<file path="src/rtl/puf_pkg.sv">
// Shared definitions for the arbiter-PUF challenge sequencer: FSM states,
// challenge width and the challenge LFSR polynomial.
package puf_pkg;

    localparam int CHAL_W = 64;

    // Fibonacci taps 64,63,61,60 expressed as bit positions 63,62,60,59
    localparam logic [CHAL_W-1:0] LFSR_TAPS    = 64'hD800_0000_0000_0000;
    localparam logic [CHAL_W-1:0] LFSR_DEFAULT = 64'h1;

    typedef enum logic [2:0] {
        IDLE,
        APPLY,
        LAUNCH,
        SAMPLE,
        RELAX,
        DONE
    } puf_state_t;

    // One left shift of the challenge LFSR, feedback parity entering bit 0
    function automatic logic [CHAL_W-1:0] lfsr_next(input logic [CHAL_W-1:0] cur);
        return {cur[CHAL_W-2:0], ^(cur & LFSR_TAPS)};
    endfunction

endpackage

</file>
<file path="src/rtl/puf_sync2.sv">
// Two-flop synchronizer bringing the asynchronous arbiter latch output
// into the clk domain.
module puf_sync2 (
    input  logic clk,
    input  logic rst_n,
    input  logic d,
    output logic q
);

    logic meta;

    // Double-register the asynchronous input; both flops clear on reset
    always_ff @(posedge clk or negedge rst_n) begin
        if (!rst_n) begin
            meta <= 1'b0;
            q    <= 1'b0;
        end else begin
            meta <= d;
            q    <= meta;
        end
    end

endmodule

</file>
<file path="src/rtl/puf_challenge_sequencer.sv">
// Arbiter-PUF challenge sequencer: steps an LFSR challenge onto the delay
// chain, fires a launch edge per evaluation, samples the synchronized
// arbiter decision and assembles OUT_WIDTH bits into a response word.
module puf_challenge_sequencer
    import puf_pkg::*;
#(
    parameter int SETTLE_CYCLES = 8,
    parameter int OUT_WIDTH     = 32
) (
    input  logic                 clk,
    input  logic                 rst_n,
    input  logic                 start,
    input  logic                 seed_load,
    input  logic [CHAL_W-1:0]    seed,
    output logic [CHAL_W-1:0]    challenge,
    output logic                 launch,
    input  logic                 arb_resp,
    output logic [OUT_WIDTH-1:0] rnd_data,
    output logic                 rnd_valid,
    input  logic                 rnd_ready,
    output logic                 busy
);

    localparam int         CNT_W       = $clog2(OUT_WIDTH + 1);
    localparam logic [7:0] SETTLE_LOAD = 8'(SETTLE_CYCLES - 1);

    puf_state_t          state;
    logic [CHAL_W-1:0]   lfsr;
    logic [7:0]          settle_cnt;
    logic [CNT_W-1:0]    bit_cnt;
    logic                arb_sync;

    // The LFSR register drives the mux selects directly, so the challenge
    // only moves when the LFSR does (RELAX entry or a seed load in IDLE)
    assign challenge = lfsr;

    puf_sync2 u_sync (
        .clk   (clk),
        .rst_n (rst_n),
        .d     (arb_resp),
        .q     (arb_sync)
    );

    // Sequencer FSM with registered launch/valid/busy, LFSR and response shifter
    always_ff @(posedge clk or negedge rst_n) begin
        if (!rst_n) begin
            state      <= IDLE;
            lfsr       <= LFSR_DEFAULT;
            settle_cnt <= '0;
            bit_cnt    <= '0;
            rnd_data   <= '0;
            launch     <= 1'b0;
            rnd_valid  <= 1'b0;
            busy       <= 1'b0;
        end else begin
            case (state)
                IDLE: begin
                    if (seed_load) begin
                        lfsr <= (seed == '0) ? LFSR_DEFAULT : seed;
                    end
                    if (start) begin
                        state    <= APPLY;
                        busy     <= 1'b1;
                        bit_cnt  <= '0;
                        rnd_data <= '0;
                    end
                end
                APPLY: begin
                    state      <= LAUNCH;
                    launch     <= 1'b1;
                    settle_cnt <= SETTLE_LOAD;
                end
                LAUNCH: begin
                    if (settle_cnt == 8'd0) begin
                        state <= SAMPLE;
                    end else begin
                        settle_cnt <= settle_cnt - 8'd1;
                    end
                end
                SAMPLE: begin
                    rnd_data   <= (rnd_data << 1) | OUT_WIDTH'(arb_sync);
                    bit_cnt    <= bit_cnt + CNT_W'(1);
                    launch     <= 1'b0;
                    lfsr       <= lfsr_next(lfsr);
                    settle_cnt <= SETTLE_LOAD;
                    state      <= RELAX;
                end
                RELAX: begin
                    if (settle_cnt == 8'd0) begin
                        state <= (bit_cnt == CNT_W'(OUT_WIDTH)) ? DONE : APPLY;
                    end else begin
                        settle_cnt <= settle_cnt - 8'd1;
                    end
                end
                DONE: begin
                    if (rnd_valid && rnd_ready) begin
                        state     <= IDLE;
                        rnd_valid <= 1'b0;
                        busy      <= 1'b0;
                    end else begin
                        rnd_valid <= 1'b1;
                    end
                end
                default: begin
                    state <= IDLE;
                end
            endcase
        end
    end

endmodule

</file>
<file path="config.mk">
export PLATFORM = sky130hd
export DESIGN_NAME = puf_challenge_sequencer
export DESIGN_NICKNAME = d
export VERILOG_FILES = /design/src/rtl/puf_pkg.sv /design/src/rtl/puf_sync2.sv /design/src/rtl/puf_challenge_sequencer.sv
export SDC_FILE = /design/constraint.sdc
export NUM_CORES = 1
export LEC_CHECK = 0
export ABC_CLOCK_PERIOD_IN_PS = 3210
export CORE_UTILIZATION = 49
export CTS_BUF_LIST = sky130_fd_sc_hd__clkbuf_16
export DETAILED_ROUTE_END_ITERATION = 8
export GPL_TIMING_DRIVEN = 0
export PLACE_DENSITY = 0.95
export SYNTH_ARGS = -nofsm -noshare
export SYNTH_HDL_FRONTEND = slang
export SYNTH_SLANG_ARGS = --single-unit
</file>
<file path="constraint.sdc">
create_clock -name clk -period 3.21 [get_ports clk]
set_clock_uncertainty 0.15 [all_clocks]
set_input_delay 0.642 -clock clk [delete_from_list [all_inputs] [get_ports clk]]
set_output_delay 0.642 -clock clk [all_outputs]
set_load 0.05 [all_outputs]
</file>
* Yosys cells after proc, flatten, opt, wreduce, memory -nomap -nowiden
Cells that the tools add are included.
** Cells by class
- Add/subtract/negate cells :: 2
- Equal/unequal tests :: 12
- Muxes and demuxes :: 20
- Bitwise gates (word level) :: 1
- Reductions and logical operators :: 16
** Operators with widths (count)
- $mux W64 :: 2
- $pmux W64 S2 :: 1
- $logic_not A64 Y1 :: 1
- $pmux W32 S2 :: 1
- $reduce_xor A64 Y1 :: 1
- $mux W32 :: 1
- $or A32 B1 Y32 :: 1
- $pmux W3 S6 :: 1
- $pmux W8 S2 :: 1
- $mux W3 :: 5
- $ne A2 B2 Y1 const B :: 6
- $pmux W6 S2 :: 1
- $logic_not A8 Y1 :: 1
- $mux W8 :: 1
- $reduce_bool A2 Y1 :: 4
- $sub A8 B1 Y8 const B :: 1
- $add A6 B1 Y6 const B :: 1
- $eq A3 B2 Y1 const B :: 2
- $eq A3 B3 Y1 const B :: 2
- $eq A6 B6 Y1 const B :: 1
- $mux W6 :: 1
- $reduce_and A2 Y1 :: 3
- $pmux W1 S2 :: 2
- $reduce_and A4 Y1 :: 1
- other kinds (6) :: 9
** Storage, ports and cells
- Register bits :: 118
- Bits of input ports :: 70
- Output and inout bits :: 99
- Word-level logic and storage cells :: 61

* Depth between registers and ports, before layout
- Word-level depth :: 4
- Gate-level depth with buffers :: 7
- Mapped depth without buffers :: 6

* Hierarchy
From an unflattened synthesis, not the netlist that was laid out.
** Second synthesis, totals
- Cell total of the unflattened synthesis :: 489
- Area total of the unflattened synthesis :: 5042.3 µm²
** Modules (own cells, without submodules)
- puf_challenge_sequencer :: instances 1, cells an instance 487, area each 4992.3 µm², sequential area each 2904.0 µm²
- puf_sync2 :: instances 1, cells an instance 2, area each 50.0 µm², sequential area each 50.0 µm²

* Worst setup path before layout
No wires, ideal clock.
- Path kind :: input to register
- Start point :: in start
- End point :: reg rnd_data[0]
- Library setup time :: 0.121 ns
- Arrival :: 1.816 ns
- Required time :: 2.939 ns
- Setup slack :: 1.123 ns
- Stages on the path :: 5
- Buffers on the path :: 2
- Path through :: or3b_2 a21o_1 clkbuf_1 clkbuf_1 a22o_1
** Between the ends
- Word-level cells in the longest chain between the ends :: 2
** RTL lines
- start: declaration :: RTL line puf_challenge_sequencer.sv:12 : input logic start,
- $ne A2 B2 Y1 (no line)
- $reduce_and A2 Y1 (no line)
- end signal: assignment :: RTL line puf_challenge_sequencer.sv:81 : rnd_data <= (rnd_data << 1) | OUT_WIDTH'(arb_sync);
- end: declaration :: RTL line puf_challenge_sequencer.sv:18 : output logic [OUT_WIDTH-1:0] rnd_data,
Every way passes these cells.
A chain may end at the register's enable or synchronous reset.

* Final worst setup path
- Start point :: reg lfsr[0], in the netlist challenge[0]
- End point :: out challenge[0]
** RTL lines
- start: declaration :: RTL line puf_challenge_sequencer.sv:28 : logic [CHAL_W-1:0] lfsr;
- start signal: assignment :: RTL line puf_challenge_sequencer.sv:59 : lfsr <= (seed == '0) ? LFSR_DEFAULT : seed;
- start signal: assignment :: RTL line puf_challenge_sequencer.sv:84 : lfsr <= lfsr_next(lfsr);
- end: declaration :: RTL line puf_challenge_sequencer.sv:15 : output logic [CHAL_W-1:0] challenge,
No word-level cell between the ends.

==> metrics.cfg <==
[die]
die-area_um2 = 10700
die_h_um = 103
ioPinCount = 169
die_w_um = 103
start_util = 0.511
row_count = 36
core_area_um2 = 9860

[layout]
stdcell_count = 822
num-nets-final = 751
layout-drive-gt1-share = 0.0581
area_growth_syn_to_layout_pct = 48.8
fin_area_um2 = 7500
n_antenna_cell = 0
n_fill_cell = 649

[synth]
synth_mux_area_frac = 0.0102
ys_warn_count = 0
synth-simple-area-share = 0.170
syn_area_per_cell_um2 = 10.3
synth_cells = 489
syn_nets = 563
yosys_most_used_dff = dfrtp_1
synth_seq_area_share = 0.586
synth_compound_area_frac = 0.185
synth_top_family_by_area = compound AO/OA/AOI/OAI gates
synth_fa_ha_area_frac = 0.00993
synth_edf_count = 0
synth_xor_area_frac = 0.00868
async_flop_share = 1.00
ys_types = 40
synthesis.area_um2 = 5040
synth-seq-cells = 118

[power_and_ir_drop]
p_per_area_nw_per_um2 = 1100
power_uw = 8250
ir_drop_mv = 0.641
p_leak_uw = 0.00341

[sta]
fin_crit_ns = 2.56
rsz0062_at_grt = no
finalMaxSlewViolations = 0
tightest_slew_ns = 0.806
hold_viol = 0
tns_ns = 0
fmax_mhz = 391
period_share = 0.797
holdWs_ns = 0.112
setup_viol = 0
slew_headroom = 0.459

[routing]
first_pass_iters = 5
vias = 4731
wire_per_inst_um = 18.0
initialDrtViolationCount = 249
drt_wl_total_um = 14800
vias_per_cell = 5.76
drc = 0
final_antenna_net_count = 0

[grt]
grt_pass1_wl_um = 23500
track_usage = 0.294
antenna_found_initial = 0
grt_max_degree = 69
grt_overflow_total = 0
grt_pass1_vias = 4749

[cts]
cts_resized = 0
clk-insertion-delay-late_ns = 0.41
cts_sinks = 118
cts-root-buf = clkbuf_16
cts_buffers = 17
cts_tree = yes
cts.path.max_buffers = 2
h-tree-depth = 4
path_clk_slew_ns = 0.05
cts_hold_buf = 0
post_cts_buffers = 0

[critical_path]
crit_fanout = 3
path_buf_inv = 1
start_kind = flop
crit_required_ns = 2.42
reg2reg_depth = 6
worst-r2r-setup-slack_ns = 0.83
worstPathCellList = clkdlybuf4s50_1
r2r_end = challenge[13]
crit_slowest_cell = clkdlybuf4s50_1
r2r-start = state[1]
critical-path-max-stage-delay_ns = 0.82
critPathCaptureType = primary output
path_class = flop to primary output
cp_num_cells = 1
path_delay_family = buffers and inverters
crit_arrival_ns = 1.77

[placement]
place_congestion = 0.811
hpwl_um = 10700
dpl-instance-area_um2 = 6920
portBuffers = 168
dp.cells = 791

[flow_run]
drv_cap = 0

[worst_hold_path]
hp-class = input port to asynchronous set/reset pin

[outcome]
status = finished clean

where the power goes:
part | leakage, uW | internal [uW] | switching (uW)
Clock | 0.000276 | 1210 | 659
Sequential | 0.00152 | 1970 | 425
Combinational | 0.00162 | 1270 | 2720
Yosys cell counts, types with 2 or more instances:
| master | count | area share |
|---|---|---|
| a311oi_1 | 2 | 0.0035 |
| a22oi_1 | 63 | 0.094 |
| nand2_1 | 139 | 0.10 |
| inv_1 | 7 | 0.0052 |
| nor3_1 | 5 | 0.0050 |
| o211ai_1 | 2 | 0.0030 |
| a22o_1 | 33 | 0.057 |
| a21oi_1 | 5 | 0.0050 |
| or4_1 | 3 | 0.0045 |
| nor2_1 | 12 | 0.0089 |
| nand3b_1 | 2 | 0.0030 |
| o21ai_0 | 10 | 0.0099 |
| buf_1 | 4 | 0.0030 |
| and3_1 | 2 | 0.0025 |
| nand4_1 | 6 | 0.0074 |
| dfrtp_1 | 117 | 0.58 |
| buf_2 | 5 | 0.0050 |
| clkbuf_1 | 23 | 0.017 |
| mux2i_1 | 4 | 0.0079 |
| xnor2_1 | 4 | 0.0069 |
| nor4_1 | 17 | 0.021 |
| a21o_1 | 3 | 0.0045 |
| ha_1 | 4 | 0.0099 |
worst max path at each step:
stage                 start             to  slack, ns
4_1_cts        challenge[0]   challenge[0]       0.63
3_5_place_dp          start   rnd_data[15]       0.39
3_3_place_gp          rst_n  challenge[10]      -2.95
6_report       challenge[0]   challenge[0]       0.65
5_1_grt            seed[45]   challenge[0]       0.55
2_1_floorplan         start    rnd_data[0]       1.12
stage by stage:
stage / utilization / setup WS (ns)
2_1_floorplan: - / 1.12
3_3_place_gp: 0.699 / -2.95
3_5_place_dp: 0.701 / 0.390
4_1_cts: 0.761 / 0.631
5_1_grt: 0.761 / 0.551
6_report: 0.761 / 0.653
logic make-up (layout without fill, tap and decap cells):
group / count (synthesis) / in the layout
multiplexers: 5 / 5
XOR/XNOR: 5 / 5
adder cells (fa/ha/maj): 4 / 4
flip-flops: 118 / 118
AND/OR/NAND/NOR: 195 / 195
buffers and inverters: 39 / 239
AO/OA/AOI/OAI: 123 / 123
layout by cell type, fill, tap and decap left out, types with 2 or more instances in the layout:
cell,n
clkinv_2,2
bufinv_16,3
nand3b_1,2
nand2_1,139
mux2i_1,4
a22oi_1,63
nor2_1,12
and3_1,2
xnor2_1,4
a21oi_1,5
dfrtp_1,117
buf_2,5
buf_1,4
clkdlybuf4s50_1,167
a22o_1,33
a21o_1,3
clkbuf_16,17
clkinvlp_4,5
o211ai_1,2
nor3_1,5
ha_1,4
clkinv_4,2
clkbuf_1,23
a311oi_1,2
nand4_1,6
nor4_1,17
inv_1,8
o21ai_0,10
or4_1,3
cell type report:
type | instances | area (um^2) | area share
clock buffers | 17 | 425 | 0.0567
multi-input cells | 332 | 1940 | 0.258
inverters | 7 | 26.3 | 0.00350
well taps | 133 | 166 | 0.0222
plain buffers | 32 | 126 | 0.0168
clock inverters | 14 | 163 | 0.0217
flip-flops and latches | 118 | 2950 | 0.394
repair buffers | 169 | 1710 | 0.227
registers in the layout, indices dropped and copies added, names as in the netlist:
signal / count
u_sync.meta: 1
settle_cnt: 8
bit_cnt: 6
challenge: 64
rnd_data: 32
launch: 1
rnd_valid: 1
busy: 1
u_sync.q: 1
state: 3
metal layers:
| metal | global-route usage | up-vias | share of wire | wire length (um) |
|---|---|---|---|---|
| met1 | 0.364 | 2316 | 0.40 | 5930 |
| met3 | 0.0753 | 35 | 0.072 | 1060 |
| met5 | 0 | - | 0 | 0 |
| met4 | 0.140 | 0 | 0.024 | 357 |
| met2 | 0.482 | 221 | 0.50 | 7490 |
| li1 | - | 2159 | - | - |
(Power assumes the default switching activity.)
